**config.mk**
```make
export PLATFORM = sky130hd
export DESIGN_NAME = rand_slot_alloc
export DESIGN_NICKNAME = d
export VERILOG_FILES = /design/src/rtl/rand_slot_alloc.sv
export SDC_FILE = /design/constraint.sdc
export NUM_CORES = 1
export LEC_CHECK = 0
export CAP_MARGIN = 20
export CORE_MARGIN = 10
export CORE_UTILIZATION = 25
export CTS_CLUSTER_SIZE = 14
export DETAILED_ROUTE_END_ITERATION = 10
export REMOVE_ABC_BUFFERS = 1
export SETUP_SLACK_MARGIN = 0.5
export SLEW_MARGIN = 20
export SYNTH_ARGS = -nofsm -noshare
export SYNTH_HDL_FRONTEND = slang
export SYNTH_SLANG_ARGS = --single-unit
```
**constraint.sdc**
```tcl
create_clock -name clk -period 1.73 [get_ports clk]
set_input_delay 0.346 -clock clk [delete_from_list [all_inputs] [get_ports clk]]
set_output_delay 0.346 -clock clk [all_outputs]
set_load 0.02 [all_outputs]
```
**src/rtl/rand_slot_alloc.sv**
```systemverilog
//------------------------------------------------------------------------------
// Module      : rand_slot_alloc
// Description : Random-replacement slot allocator for a BS-entry resource pool.
//               Starts each allocation at the PRNG index supplied on rnd and,
//               if that slot is taken, probes linearly upward (wrapping) until
//               it finds a free one. One allocation is in flight at a time
//               (req/gnt handshake) and one release is accepted per cycle.
// Revision    : 1.0 - initial release
//------------------------------------------------------------------------------
// Ports
//   clk         in   1      clock
//   rst         in   1      reset, asynchronous, active-high
//   rnd         in   IDX_W  random start index, sampled when a request is taken
//   alloc_req   in   1      allocation request (level)
//   alloc_gnt   out  1      one-cycle pulse, alloc_idx valid and slot now owned
//   alloc_fail  out  1      one-cycle pulse, pool full, nothing allocated
//   alloc_idx   out  IDX_W  granted slot, held until the next grant
//   free_vld    in   1      release strobe
//   free_idx    in   IDX_W  slot to release
//   occ         out  BS     registered occupancy vector (1 = allocated)
//   full        out  1      all slots allocated
//   probe_cnt   out  16     count of probe cycles that hit an occupied slot
//
// Build option
//   RAND_ALLOC_STATS_EN : when defined, probe_cnt is a saturating 16-bit
//                         collision counter; otherwise it is tied to zero.
//------------------------------------------------------------------------------
`default_nettype none

module rand_slot_alloc #(
  parameter  int BS    = 16,
  localparam int IDX_W = $clog2(BS)
) (
  input  logic             clk,
  input  logic             rst,
  input  logic [IDX_W-1:0] rnd,
  input  logic             alloc_req,
  output logic             alloc_gnt,
  output logic             alloc_fail,
  output logic [IDX_W-1:0] alloc_idx,
  input  logic             free_vld,
  input  logic [IDX_W-1:0] free_idx,
  output logic [BS-1:0]    occ,
  output logic             full,
  output logic [15:0]      probe_cnt
);

  localparam logic [0:0] S_IDLE  = 1'b0;
  localparam logic [0:0] S_PROBE = 1'b1;

  logic [0:0]       r_state;
  logic [0:0]       w_state_next;
  logic [IDX_W-1:0] r_ptr;
  logic [IDX_W-1:0] r_step;
  logic [BS-1:0]    r_occ;
  logic [BS-1:0]    w_occ_next;

  logic w_load_ptr;
  logic w_adv_ptr;
  logic w_grant;
  logic w_fail;
  logic w_hit;

  assign occ   = r_occ;
  assign full  = &r_occ;
  assign w_hit = r_occ[r_ptr];

  // State register
  always_ff @(posedge clk or posedge rst) begin
    if (rst) begin
      r_state <= S_IDLE;
    end else begin
      r_state <= w_state_next;
    end
  end

  // Next-state logic
  always_comb begin
    w_state_next = r_state;
    case (r_state)
      S_IDLE:  if (alloc_req && !full) w_state_next = S_PROBE;
      S_PROBE: if (!w_hit)             w_state_next = S_IDLE;
      default: w_state_next = S_IDLE;
    endcase
  end

  // Output / control decode
  always_comb begin
    w_load_ptr = 1'b0;
    w_adv_ptr  = 1'b0;
    w_grant    = 1'b0;
    w_fail     = 1'b0;
    case (r_state)
      S_IDLE: begin
        if (alloc_req) begin
          if (full) w_fail     = 1'b1;
          else      w_load_ptr = 1'b1;
        end
      end
      S_PROBE: begin
        if (w_hit) w_adv_ptr = 1'b1;
        else       w_grant   = 1'b1;
      end
      default: ;
    endcase
  end

  // Release is applied first so that a grant of the same slot on the same
  // edge wins and leaves the slot allocated.
  always_comb begin
    w_occ_next = r_occ;
    if (free_vld) w_occ_next[free_idx] = 1'b0;
    if (w_grant)  w_occ_next[r_ptr]    = 1'b1;
  end

  // Datapath registers
  always_ff @(posedge clk or posedge rst) begin
    if (rst) begin
      r_ptr      <= '0;
      r_step     <= '0;
      r_occ      <= '0;
      alloc_idx  <= '0;
      alloc_gnt  <= 1'b0;
      alloc_fail <= 1'b0;
    end else begin
      alloc_gnt  <= w_grant;
      alloc_fail <= w_fail;
      r_occ      <= w_occ_next;
      if (w_load_ptr) begin
        r_ptr  <= rnd;
        r_step <= '0;
      end else if (w_adv_ptr) begin
        // Natural IDX_W-bit rollover gives the modulo-BS wrap.
        r_ptr  <= r_ptr + IDX_W'(1);
        r_step <= r_step + IDX_W'(1);
      end
      if (w_grant) alloc_idx <= r_ptr;
    end
  end

  // The pool was not full at entry and releases only clear bits, so the last
  // possible probe must land on a free slot.
  always @(posedge clk) begin
    if (!rst) begin
      assert (!(r_state == S_PROBE && w_hit && r_step == IDX_W'(BS - 1)));
    end
  end

`ifdef RAND_ALLOC_STATS_EN
  logic [15:0] r_probe_cnt;

  always_ff @(posedge clk or posedge rst) begin
    if (rst) begin
      r_probe_cnt <= '0;
    end else if (w_adv_ptr && r_probe_cnt != 16'hFFFF) begin
      r_probe_cnt <= r_probe_cnt + 16'd1;
    end
  end

  assign probe_cnt = r_probe_cnt;
`else
  assign probe_cnt = 16'd0;
`endif

endmodule

`default_nettype wire

```
==> results.md, run 1 <==
- Synth Area in Adders: 0.0301
- Chip width: 102 microns
- Initial antenna violation count: 0
- Final setup fails: 8
- Final worst setup slack: -175 ps
- Switching power share of the total: 0.434
- Worst r2r src: occ[5]$_DFF_PP0_
- Synth Area in Compound Gates: 0.176
- Clock power share: 0.068
- Failing checks: setup timing
- Number of DRC markers in iteration 0: 90
- Core Util, Final: 0.395
- Most frequent cells in the layout: buf_6, dfrtp_1, buf_4
- Worst Tran Pin Value: 515 ps
- Run status: complete, but fails checks
- Max-cap violations: 0
- Root buffer cell: clkbuf_8
- CTS tree: built
- # DRC: 0
- Largest net degree at the start of global routing: 28
- PwrDens: 2210 nW/um^2
- Syn. warnings: 0
- XOR/XNOR Fraction of Synth Area: 0.00526
- Commonest non-fill, non-tap cell in the layout: buf_6
- Wire per inst: 16.3 microns
- Reg2reg path depth: 7
- Psw: 2.43 mW
- # hold bufs at CTS: 0
- Antenna Nets Post-Route: 0
- Gr usage total: 0.0946
- Die area: 10300 sq um
- Detailed Place HPWL: 3960 microns
- PortBufs: 34
- P_int: 3.18 mW
- Post-synthesis mux area share: 0.112
- DIE HEIGHT: 102 microns
- Crit. End Element: flop
- Starting density of the core: 0.259
- Vias in the first global route: 1572
- Worst hold-check path type: in -> async
- Area growth, synth to finish: 52.4%
- First-pass GRT wire length: 7910 microns
- FF/Latch Area: 677 sq um
- Crit. Startpoint: occ[5]$_DFF_PP0_
- Fin nets: 257
- Syn_area_per_cell: 9.91 sq um
- Reg clk slew, reported paths: 110 ps
- Cells after DPL: 308
- Total CTS buffers: 3
- Largest family of logic cells by synthesized area: compound AO/OA/AOI/OAI gates
- Core area: 6420 sq um
- Tmin final: 1900 ps
- Yosys reg bits: 27
- Share of cells above drive strength 1: 0.454
- CTS Buffer Depth: 2
- Crit path required time: 1950 ps
- Seq pwr share: 0.228
- Simple-gate area share of the yosys netlist: 0.163
- Maximum clock rate: 525 MHz
- H-tree depth: 1
- Num ports: 51
- Grt ovf: 0
- Pre-antenna DRT Iters: 4
- Max-slew violations: 0
- Post-synth ARST share: 1.00
- CP Launch Type: flop
- Pwr Total: 5.60 mW
- DR vias/cell: 4.73
- Leak: 1.13 nW
- Crit-path max FO: 4
- Via Count: 1500
- Comb power frac: 0.704
- Post-Layout Cell Count: 317
- Total Routed Length: 5180 microns
- FILL cells: 636
- Netlist cell types: 39
- Standard-cell row count: 29
- Worst skew pair latency: 290 ps
- Final hold vios: 0
- Worst VDD drop: 916 uV
- Post-synth EDFFs: 0
- Main synth FF type: dfrtp_1
- Setup CP Type: reg -> reg
- # diodes: 0
- Mapped Cells: 168
- Final critical-path share of the clock period: 1.10
- Setup Skew: 11.3 ps
- Placer Congestion: 0.849
- Post-Syn Area: 1670 sq um
- Setup TNS: -894 ps
- Multi-input gate area: 975 sq um
- RSZ-0062 raised after global routing: true
- Rel. slew slack: 0.654
- Sequential share of the synthesized area: 0.406
- Clock Sinks: 27
- Worst EP arrival: 2120 ps
-- synth_stat cells, types with 2 or more instances --
master,number,share of area
o21ai_0,35,0.11
dfrtp_1,27,0.41
buf_4,16,0.072
nand2_1,11,0.025
inv_1,8,0.018
nand3_1,7,0.021
mux2_4,6,0.054
mux2_2,5,0.034
ha_1,4,0.030
mux2i_1,4,0.024
nand2b_1,4,0.015
nand4_1,4,0.015
a21oi_1,3,0.0090
buf_2,3,0.0090
nor2_1,2,0.0045
nor3_1,2,0.0060
nor4_2,2,0.015
o22ai_2,2,0.015
or2_2,2,0.0075
or3_1,2,0.0075
-- kinds of logic after synthesis --
| family | after synthesis |
|---|---|
| AO/OA/AOI/OAI | 46 |
| AND/OR/NAND/NOR | 46 |
| buffers and inverters | 28 |
| flip-flops | 27 |
| multiplexers | 15 |
| adder cells (fa/ha/maj) | 4 |
| other | 1 |
| XOR/XNOR | 1 |
-- metal layers --
| layer | vias up | wire [microns] | track usage |
|---|---|---|---|
| met5 | - | 0 | 0 |
| met4 | 0 | 68 | 0.0264 |
| met3 | 9 | 384 | 0.0265 |
| met2 | 60 | 2490 | 0.150 |
| met1 | 719 | 2240 | 0.122 |
| li1 | 712 | - | - |
-- metrics by stage --
step	hold slack (ps)	cell area [sq um]	setup WS (ps)
finish	418	2540	-175
detailed placement	499	2280	-146
global placement	509	2280	-143
floorplan	399	1580	-374
global route	475	2540	-221
CTS	442	2420	-134
-- critical path, cell delays in order, from the launching register on --
cell,delay [ps]
dfrtp_1,430
nand4_1,160
nor4_2,280
buf_4,170
nor3b_2,50
buf_4,150
or4_4,510
nand3_2,90
-- power by group through the flow --
stage	Combinational, mW	Clock [mW]	Sequential, mW
floorplan	1.35	0	1.57
global placement	3.20	0	1.24
detailed placement	3.23	0	1.23
CTS	3.59	0.382	1.25
global route	4.19	0.412	1.31
finish	3.94	0.384	1.28
-- flip-flops by register name (all words and copies together) (netlist names) --
name        cells
alloc_fail      1
alloc_gnt       1
alloc_idx       4
occ            16
r_ptr           4
r_state         1
-- repair_timing --
action	4_1_cts	5_1_grt
gates resized for setup	160	29
endpoints found under the setup margin	49	44
buffers inserted	3	2
pin swaps	7	12
-- layout make-up --
| cell class | count | share of cell area |
|---|---|---|
| timing repair buffer | 73 | 0.279 |
| clock buffer | 3 | 0.0163 |
| tap | 77 | 0.0379 |
| multi-input combinational | 128 | 0.384 |
| clock inverter | 1 | 0.00296 |
| inverter | 8 | 0.0133 |
| sequential | 27 | 0.267 |
-- path summary, 6_finish.rpt --
| check | end | slack, ps |
|---|---|---|
| setup / recovery | r_ptr[1]$_DFFE_PP0P_ | -170 |
| hold / removal | occ[5]$_DFF_PP0_ | 420 |
| setup reg to reg | r_ptr[1]$_DFFE_PP0P_ | -170 |
| hold reg to reg | alloc_idx[0]$_DFFE_PP0N_ | 510 |
| max in group asynchronous | r_ptr[0]$_DFFE_PP0P_ | 1030 |
| min in group clk | alloc_idx[0]$_DFFE_PP0N_ | 510 |
No activity file was read; power rests on OpenSTA's default activity.
==> run 2: changes to the inputs <==
Settings changed: HOLD_SLACK_MARGIN from default to 0.15.
==> results of run 2 <==
Same layout as run 1: the final DEF is identical, and so are final timing and power.
==> run 3: changes to the inputs <==
Settings changed: GPL_TIMING_DRIVEN from default to 0.
==> results.md, run 3 (synthesis results as in run 1) <==
- Run status: complete, but fails checks
- Failing checks: setup timing
- # diodes: 0 (unchanged)
- Setup CP Type: reg -> reg
- PortBufs: 34 (unchanged)
- Crit-path max FO: 8 (+4)
- Reg-to-reg slack, setup: -160 ps (+20 ps)
- Worst VDD drop: 733 uV (-20%)
- Most frequent cells in the layout: buf_6, dfrtp_1, o21ai_0
- Tmin final: 1890 ps (-19.1 ps)
- Crit. End Element: flop
- # DRC: 0 (unchanged)
- # hold bufs at CTS: 0 (unchanged)
- Total Routed Length: 5010 microns (-3.3%)
- Vias in the first global route: 1567 (-0.32%)
- CP Launch Type: flop
- Detailed Place HPWL: 3520 microns (-11%)
- DR vias/cell: 4.77 (+0.88%)
- Worst hold-check path type: in -> async
- Total CTS buffers: 3 (unchanged)
- Initial antenna violation count: 0 (unchanged)
- Max-cap violations: 0 (unchanged)
- Setup TNS: -909 ps (-15.3 ps)
- Number of DRC markers in iteration 0: 107 (+19%)
- Final hold vios: 0 (unchanged)
- Cells after DPL: 274 (-11%)
- Share of cells above drive strength 1: 0.386 (-0.0685)
- Reg clk slew, reported paths: 90 ps (-20 ps)
- First-pass GRT wire length: 7940 microns (+0.34%)
- Fin nets: 240 (-6.6%)
- Die area: 10300 sq um (unchanged)
- Max-slew violations: 0 (unchanged)
- Worst EP arrival: 2100 ps (-20 ps)
- Fin Hold WS: 478 ps (+60.4 ps)
- Chip width: 102 microns (unchanged)
- Rel. slew slack: 0.612 (-0.0420)
- Final critical-path share of the clock period: 1.09 (-0.0111)
- Wire per inst: 16.7 microns (+2.2%)
- CTS Buffer Depth: 2 (unchanged)
- Leak: 1.05 nW (-7.5%)
- DIE HEIGHT: 102 microns (unchanged)
- PwrDens: 2180 nW/um^2 (-1.1%)
- Placer Congestion: 0.825 (-2.8%)
- R2R Path End: r_ptr[1]$_DFFE_PP0P_
- Crit path required time: 1940 ps (about the same)
- Via Count: 1432 (-4.5%)
- Clock Sinks: 27 (unchanged)
- Starting density of the core: 0.259 (unchanged)
- Core area: 6420 sq um (unchanged)
- Cell Area, Placed: 2010 sq um (-12%)
- Standard-cell row count: 29 (unchanged)
- Pwr Total: 5.17 mW (-7.7%)
- Worst Tran Pin Value: 581 ps (+66.0 ps)
- Commonest non-fill, non-tap cell in the layout: buf_6
- Reg2reg path depth: 5 (-2)
- Worst r2r src: occ[1]$_DFF_PP0_
- Max FFs per register: 16 (unchanged)
- Setup Slack @ Placement: -371 ps (-225 ps)
- Cell area after layout: 2370 sq um (-6.7%)
- FILL cells: 640 (+0.63%)
- CTS tree: built
- Worst skew pair latency: 270 ps (-20 ps)
- Post-Layout Cell Count: 300 (-5.4%)
- Maximum clock rate: 530 MHz (+1.0%)
- H-tree depth: 1 (unchanged)
- Core Util, Final: 0.369 (-0.0263)
- Final setup fails: 7 (-1)
- RSZ-0062 raised after global routing: true
- Setup Skew: 4.04 ps (-7.30 ps)
- Area growth, synth to finish: 42.3%
- Num ports: 51 (unchanged)
- Grt ovf: 0 (unchanged)
- Pre-antenna DRT Iters: 4 (unchanged)
- Final worst setup slack: -156 ps (+19.1 ps)
- Antenna Nets Post-Route: 0 (unchanged)
- Gr usage total: 0.0949 (+0.000374)
- Largest net degree at the start of global routing: 28 (unchanged)
- Root buffer cell: clkbuf_8
run 3: cell count changes in the layout (fill, tap and decap cells not counted), moves of 3 or more:
cell	before	now
nand3_2	3	0
nor4_2	3	0
nand3_1	4	7
o21ai_2	7	4
buf_4	19	9
buf_6	36	29
run 3: power by group:
group,leakage (nW),total [mW],switching (mW),internal (mW)
clock,0.0228,0.354,0.189,0.165
sequential,0.325,1.34,0.398,0.944
combinational,0.698,3.48,1.73,1.75
total,1.05,5.17,2.32,2.86
run 3: routing by layer:
metal | track usage | wire (microns) | part of all wire
met2 | 0.162 | 2530 | 0.50
met1 | 0.117 | 2140 | 0.43
met3 | 0.0211 | 291 | 0.058
met5 | 0 | 0 | 0
met4 | 0.0275 | 46 | 0.0092
run 3: what timing repair did:
item	4_1_cts	5_1_grt
gates cloned	0	0
setup buffers	19	3
resized for setup	158	22
setup endpoints to repair	77	44
pin swaps	11	10
run 3: layout make-up:
cell class	instances	area, sq um	area share
Multi-Input combinational cell	128	976	0.412
Sequential cell	27	679	0.287
Timing Repair Buffer	56	539	0.228
Tap cell	77	96.3	0.0407
Clock buffer	4	45.0	0.0190
Inverter	8	33.8	0.0143
run 3: critical path, cell delays in order (launching register included):
cell	delay, ps
dfrtp_1	440
nand4_1	180
nor4_4	400
nor3b_2	160
or4_1	540
nand3_1	100
run 3: how the worst max path moves through the flow:
stage | startpoint | to | slack, ps | cells past startpoint
finish | occ[1]$_DFF_PP0_ | r_ptr[1]$_DFFE_PP0P_ | -160 | 5
global route | occ[1]$_DFF_PP0_ | r_ptr[1]$_DFFE_PP0P_ | -280 | 5
CTS | r_ptr[1]$_DFFE_PP0P_ | alloc_idx[0]$_DFFE_PP0N_ | -130 | 6
detailed placement | r_ptr[1]$_DFFE_PP0P_ | alloc_idx[0]$_DFFE_PP0N_ | -370 | 5
global placement | r_ptr[1]$_DFFE_PP0P_ | alloc_idx[0]$_DFFE_PP0N_ | -380 | 5
floorplan | occ[1]$_DFF_PP0_ | r_ptr[1]$_DFFE_PP0P_ | -370 | 5
==> RTL change 1, RTL diff (flow settings as in run 3) <==
Set the parameter `BS` to 32 (it was 16).
--- a/src/rtl/rand_slot_alloc.sv
+++ b/src/rtl/rand_slot_alloc.sv
@@ -28,7 +28,7 @@
 `default_nettype none
 
 module rand_slot_alloc #(
-  parameter  int BS    = 16,
+  parameter  int BS    = 32,
   localparam int IDX_W = $clog2(BS)
 ) (
   input  logic             clk,
Ports: changed (resized alloc_idx, free_idx, occ and rnd); port bits go from 51 to 70. The function was not compared with the original's and may differ.
==> RTL change 1 against run 3 <==
The run still ends with negative setup slack left. Combinational power grew 46%. Wire length grew 70%. Area after synthesis grew 52%. Final area grew 58%. Die area grew 41%. First-iteration DRC count grew 64%. Critical path depth grew 2. Sequential cell count grew 18. Setup slack lost 560 ps. Sequential share of layout area grew 1.7 points. Power grew 55%.
==> RTL change 1: results (changes against run 3) <==
outcome=complete, but fails checks; failing checks=negative setup slack; VDD IR-drop max=0.000855 V (+17%); placed wire-length estimate=5.85 mm (+66%); Final nets=350 (+46%); Ys Warns=0 (unchanged); Rel. slew slack=0.662 (+0.0506); max reg flops=32 (+16); Fin Setup TNS=-27850 ps (-26940 ps); overall global routing resource usage=0.115 (+0.0203); max-slew violations=0 (unchanged); Clock Latency Late Sink=300 ps (+30 ps); sequential fraction of the synthesis area=0.445 (+0.0392); Pleak=0.00158 uW (+51%); postcts setup bufs=24 (+5); internal power=4460 uW (+56%); Worst Reg2Reg Path Length in Cells=7 (+2); Max stage delay on crit path=between 500 and 600 ps; delay-heaviest family, CP=multiplexers; synth top area cells=dfrtp_1 44%, o21ai_0 5.9%, buf_4 5.0%, o21ai_1 4.0%, mux2_2 3.6%; Slowest cell on crit path=mux4_2; Clock Skew=8.30 ps (+4.26 ps); cell count after placement=424 (+55%); Arrival @ worst endpoint=2640 ps (+540 ps); final cell count without fillers=466 (+55%); synth unique cells=45 (+15%); initial drt markers=175 (+64%); Final Hold Viols=0 (unchanged); mux cell area share after synthesis=0.0979 (-0.0141); hold_ws=394 ps (-84.5 ps); RR Startpoint=r_ptr[0]; total CTS buffers=5 (+2); post-synthesis xor/xnor area fraction=0.00346 (-0.00180); Post-DP Area=0.00315 sq mm (+56%); setup ws final=-712 ps (-556 ps); largest net degree at the start of global routing=25 (-11%); pre-CTS WS=-1280 ps (-913 ps); Adder-Cell Fraction of Synth Area=0.0198 (-0.0103); initial antenna violation count=0 (unchanged); final WL=8.50 mm (+70%); Overflow after GRT=0 (unchanged); CTS resizes=268 (+70%); critical path class=reg2reg; vias in the first global route=2368 (+51%); synth cell count leaders=45 x dfrtp_1, 30 x o21ai_0, 20 x o21ai_1; Gate Count Post-Synth=248 (+48%); crit-path max FO=6 (-2); reg2reg end=alloc_idx[0]; share of post-route cells with drive strength above 1=0.444 (+0.0588); # H-tree levels=2 (+1); Final GP Congestion=0.861 (+4.4%); # port buffers=53 (+56%); via count=2287 (+60%); setup violators final=45 (+38); Synth Area in Compound Gates=0.178 (+0.00264); # diodes=0 (unchanged); first-pass GRT wire length=13.4 mm (+69%); Root Driver=clkbuf_8; Worst Setup EP=alloc_idx[0]
RTL change 1: final cells by class:
| class | instances | area [sq um] |
|---|---|---|
| inverters | 6 | 22.5 |
| repair buffers | 89 | 901 |
| multi-input cells | 185 | 1410 |
| well taps | 133 | 166 |
| clock inverters | 2 | 13.8 |
| fillers | 1049 | 6090 |
| clock buffers | 6 | 82.6 |
| flip-flops and latches | 45 | 1130 |
RTL change 1: power groups by stage:
stage	logic, uW	clock network (uW)	registers [uW]
final	5080	697	2270
after global routing	5420	752	2360
after CTS	4750	717	2260
after detailed placement	3640	0	2350
after global placement	3520	0	2330
after floorplan	1640	0	2630
RTL change 1: layer usage:
layer	share of wire	wire length (um)	GRT usage	vias to the layer above
met5	0	0	0	-
met4	0.0055	47	0.0241	0
met3	0.090	764	0.0396	6
met2	0.49	4140	0.186	94
met1	0.42	3560	0.146	1136
li1	-	-	-	1051
==> RTL change 2, RTL diff (flow settings as in run 3) <==
Made on the original files. Build with the macro `RAND_ALLOC_STATS_EN` defined.
--- a/src/rtl/rand_slot_alloc.sv
+++ b/src/rtl/rand_slot_alloc.sv
@@ -26,6 +26,8 @@
 //                         collision counter; otherwise it is tied to zero.
 //------------------------------------------------------------------------------
 `default_nettype none
+
+`define RAND_ALLOC_STATS_EN
 
 module rand_slot_alloc #(
   parameter  int BS    = 16,
Function: changed (Yosys sat finds a counterexample within 10 cycles, from zero or initial values and one cycle with rst high).
==> RTL change 2 against run 3 <==
The run still ends with negative setup slack left. Setup slack got worse by 370 ps. Sequential share of layout area up 0.097 points. Area after synthesis increased by 31%. Sequential cell count up 16. Count of clock-buffer cells in the layout is 1 higher. Power increased by 24%. Sequential power rose by 31%. Wire length is 47% higher. Final area increased by 59%. Die area increased by 25%. Largest power group unchanged. Highest routed layer unchanged.
==> RTL change 2: results (changes against run 3) <==
outcome=complete, but fails checks; failing checks=negative setup slack; Clock Skew=8.74 ps (+4.69 ps); overall global routing resource usage=0.109 (+0.0145); met1 WL=2.97 mm (+38%); Final nets=331 (+38%); Switching Fraction=0.419 (-0.0288); Pleak=0.00181 uW (+73%); Arrival @ worst endpoint=2480 ps (+380 ps); top sig layer=met4; CTS Buffer Depth=2 (unchanged); Rel. slew slack=0.693 (+0.0812); min-delay worst type=in2async; sequential fraction of the synthesis area=0.492 (+0.0863); Global Route met1 Usage=0.126 (+0.00911); Clock Latency Late Sink=300 ps (+30 ps); post-synthesis average cell area=10.9 sq um (+10%); placed wire-length estimate=4.49 mm (+27%); Root Driver=clkbuf_8; synth unique cells=34 (-13%); Worst Reg2Reg Path Length in Cells=7 (+2); wire per inst=17.4 um (+4.5%); synth cell count leaders=43 x dfrtp_1, 22 x nand2_1, 13 x o21ai_0; hold_ws=295 ps (-183 ps); # diodes=0 (unchanged); final WL=7.38 mm (+47%); setup violators final=38 (+31); Final Hold Viols=0 (unchanged); # port buffers=50 (+47%); first-pass GRT wire length=11.6 mm (+46%); # H-tree levels=2 (+1); synth top area cells=dfrtp_1 49%, xor2_1 4.8%, a22o_1 4.4%, mux2i_1 4.1%, nand2_1 3.8%; GR Util met3=0.0262 (+0.00514); clock slew seen by the registers of the worst setup and hold paths=90 ps (about the same); Filler Cells Inserted=772 (+21%); cell count after placement=355 (+30%); total CTS buffers=5 (+2); Worst Setup EP=probe_cnt[7]; Ys Warns=0 (unchanged); Fin Setup TNS=-11670 ps (-10760 ps); setup ws final=-526 ps (-370 ps); met2 Use GR=0.189 (+0.0274); wire length on met3=364 um (+25%); initial drt markers=112 (+4.7%); Post-DP Area=0.00281 sq mm (+40%); VDD IR-drop max=0.000819 V (+12%); share of post-route cells with drive strength above 1=0.473 (+0.0874); DRT Pass-1 Iters=4 (unchanged); met2 wire length=3.85 mm (+52%); vias in the first global route=2230 (+42%); Vias/cell=4.91 (+2.9%); Setup crit start=r_ptr[1]; Final GP Congestion=0.790 (-4.2%); pre-CTS WS=-1060 ps (-685 ps); Async S/R FF share, synth=1.00 (unchanged); largest net degree at the start of global routing=33 (+18%)
==> RTL change 2: changes by cell type after synthesis, sizes merged, moves of 5 or more <==
cell,delta
xor2,+12
buf,-16
a22o,+11
nor2,+6
nand2,+11
o21ai,-22
mux2i,+5
dfrtp,+16
==> RTL change 2: repair_timing <==
item,CTS,global route
pin swaps,18,12
buffers inserted,48,10
resized for setup,288,22
cloned,1,1
endpoints found under the setup margin,82,79
==> RTL change 2: logic make-up (layout without fill, tap and decap cells) <==
family | count (synthesis) | after routing | synth area share
xor gates and xnor gates | 13 | 13 | 0.0521
buffers and inverters | 12 | 125 | 0.0286
AOI/OAI and AO/OA | 31 | 33 | 0.100
adders and majority gates | 5 | 5 | 0.0286
and+or+nand+nor | 78 | 78 | 0.201
DFF | 43 | 43 | 0.492
muxes | 18 | 18 | 0.0978
==> RTL change 2: layout make-up <==
type                    count  area [sq um]  area share
multi-input cells         147          1330       0.353
repair buffers            109          1090       0.291
flip-flops and latches     43          1080       0.288
well taps                 108           135      0.0359
clock buffers               5          68.8      0.0183
inverters                   8          30.0     0.00798
clock inverters             3          23.8     0.00632
==> RTL change 2: power by group through the flow <==
stage | Sequential, uW | Combinational [uW] | Clock (uW)
floorplan | 2080 | 1060 | 0
global placement | 1850 | 2300 | 0
detailed placement | 1860 | 2320 | 0
CTS | 1750 | 3600 | 677
global route | 1800 | 4250 | 721
finish | 1760 | 4000 | 676
==> RTL change 2: worst max-delay path: stages, from the launching register on <==
cell and delay, ps:
dfrtp_2 490, buf_6 160, mux2i_1 110, mux4_2 500
o22a_4 290, buf_4 170, nor4b_4 240, xor2_1 200
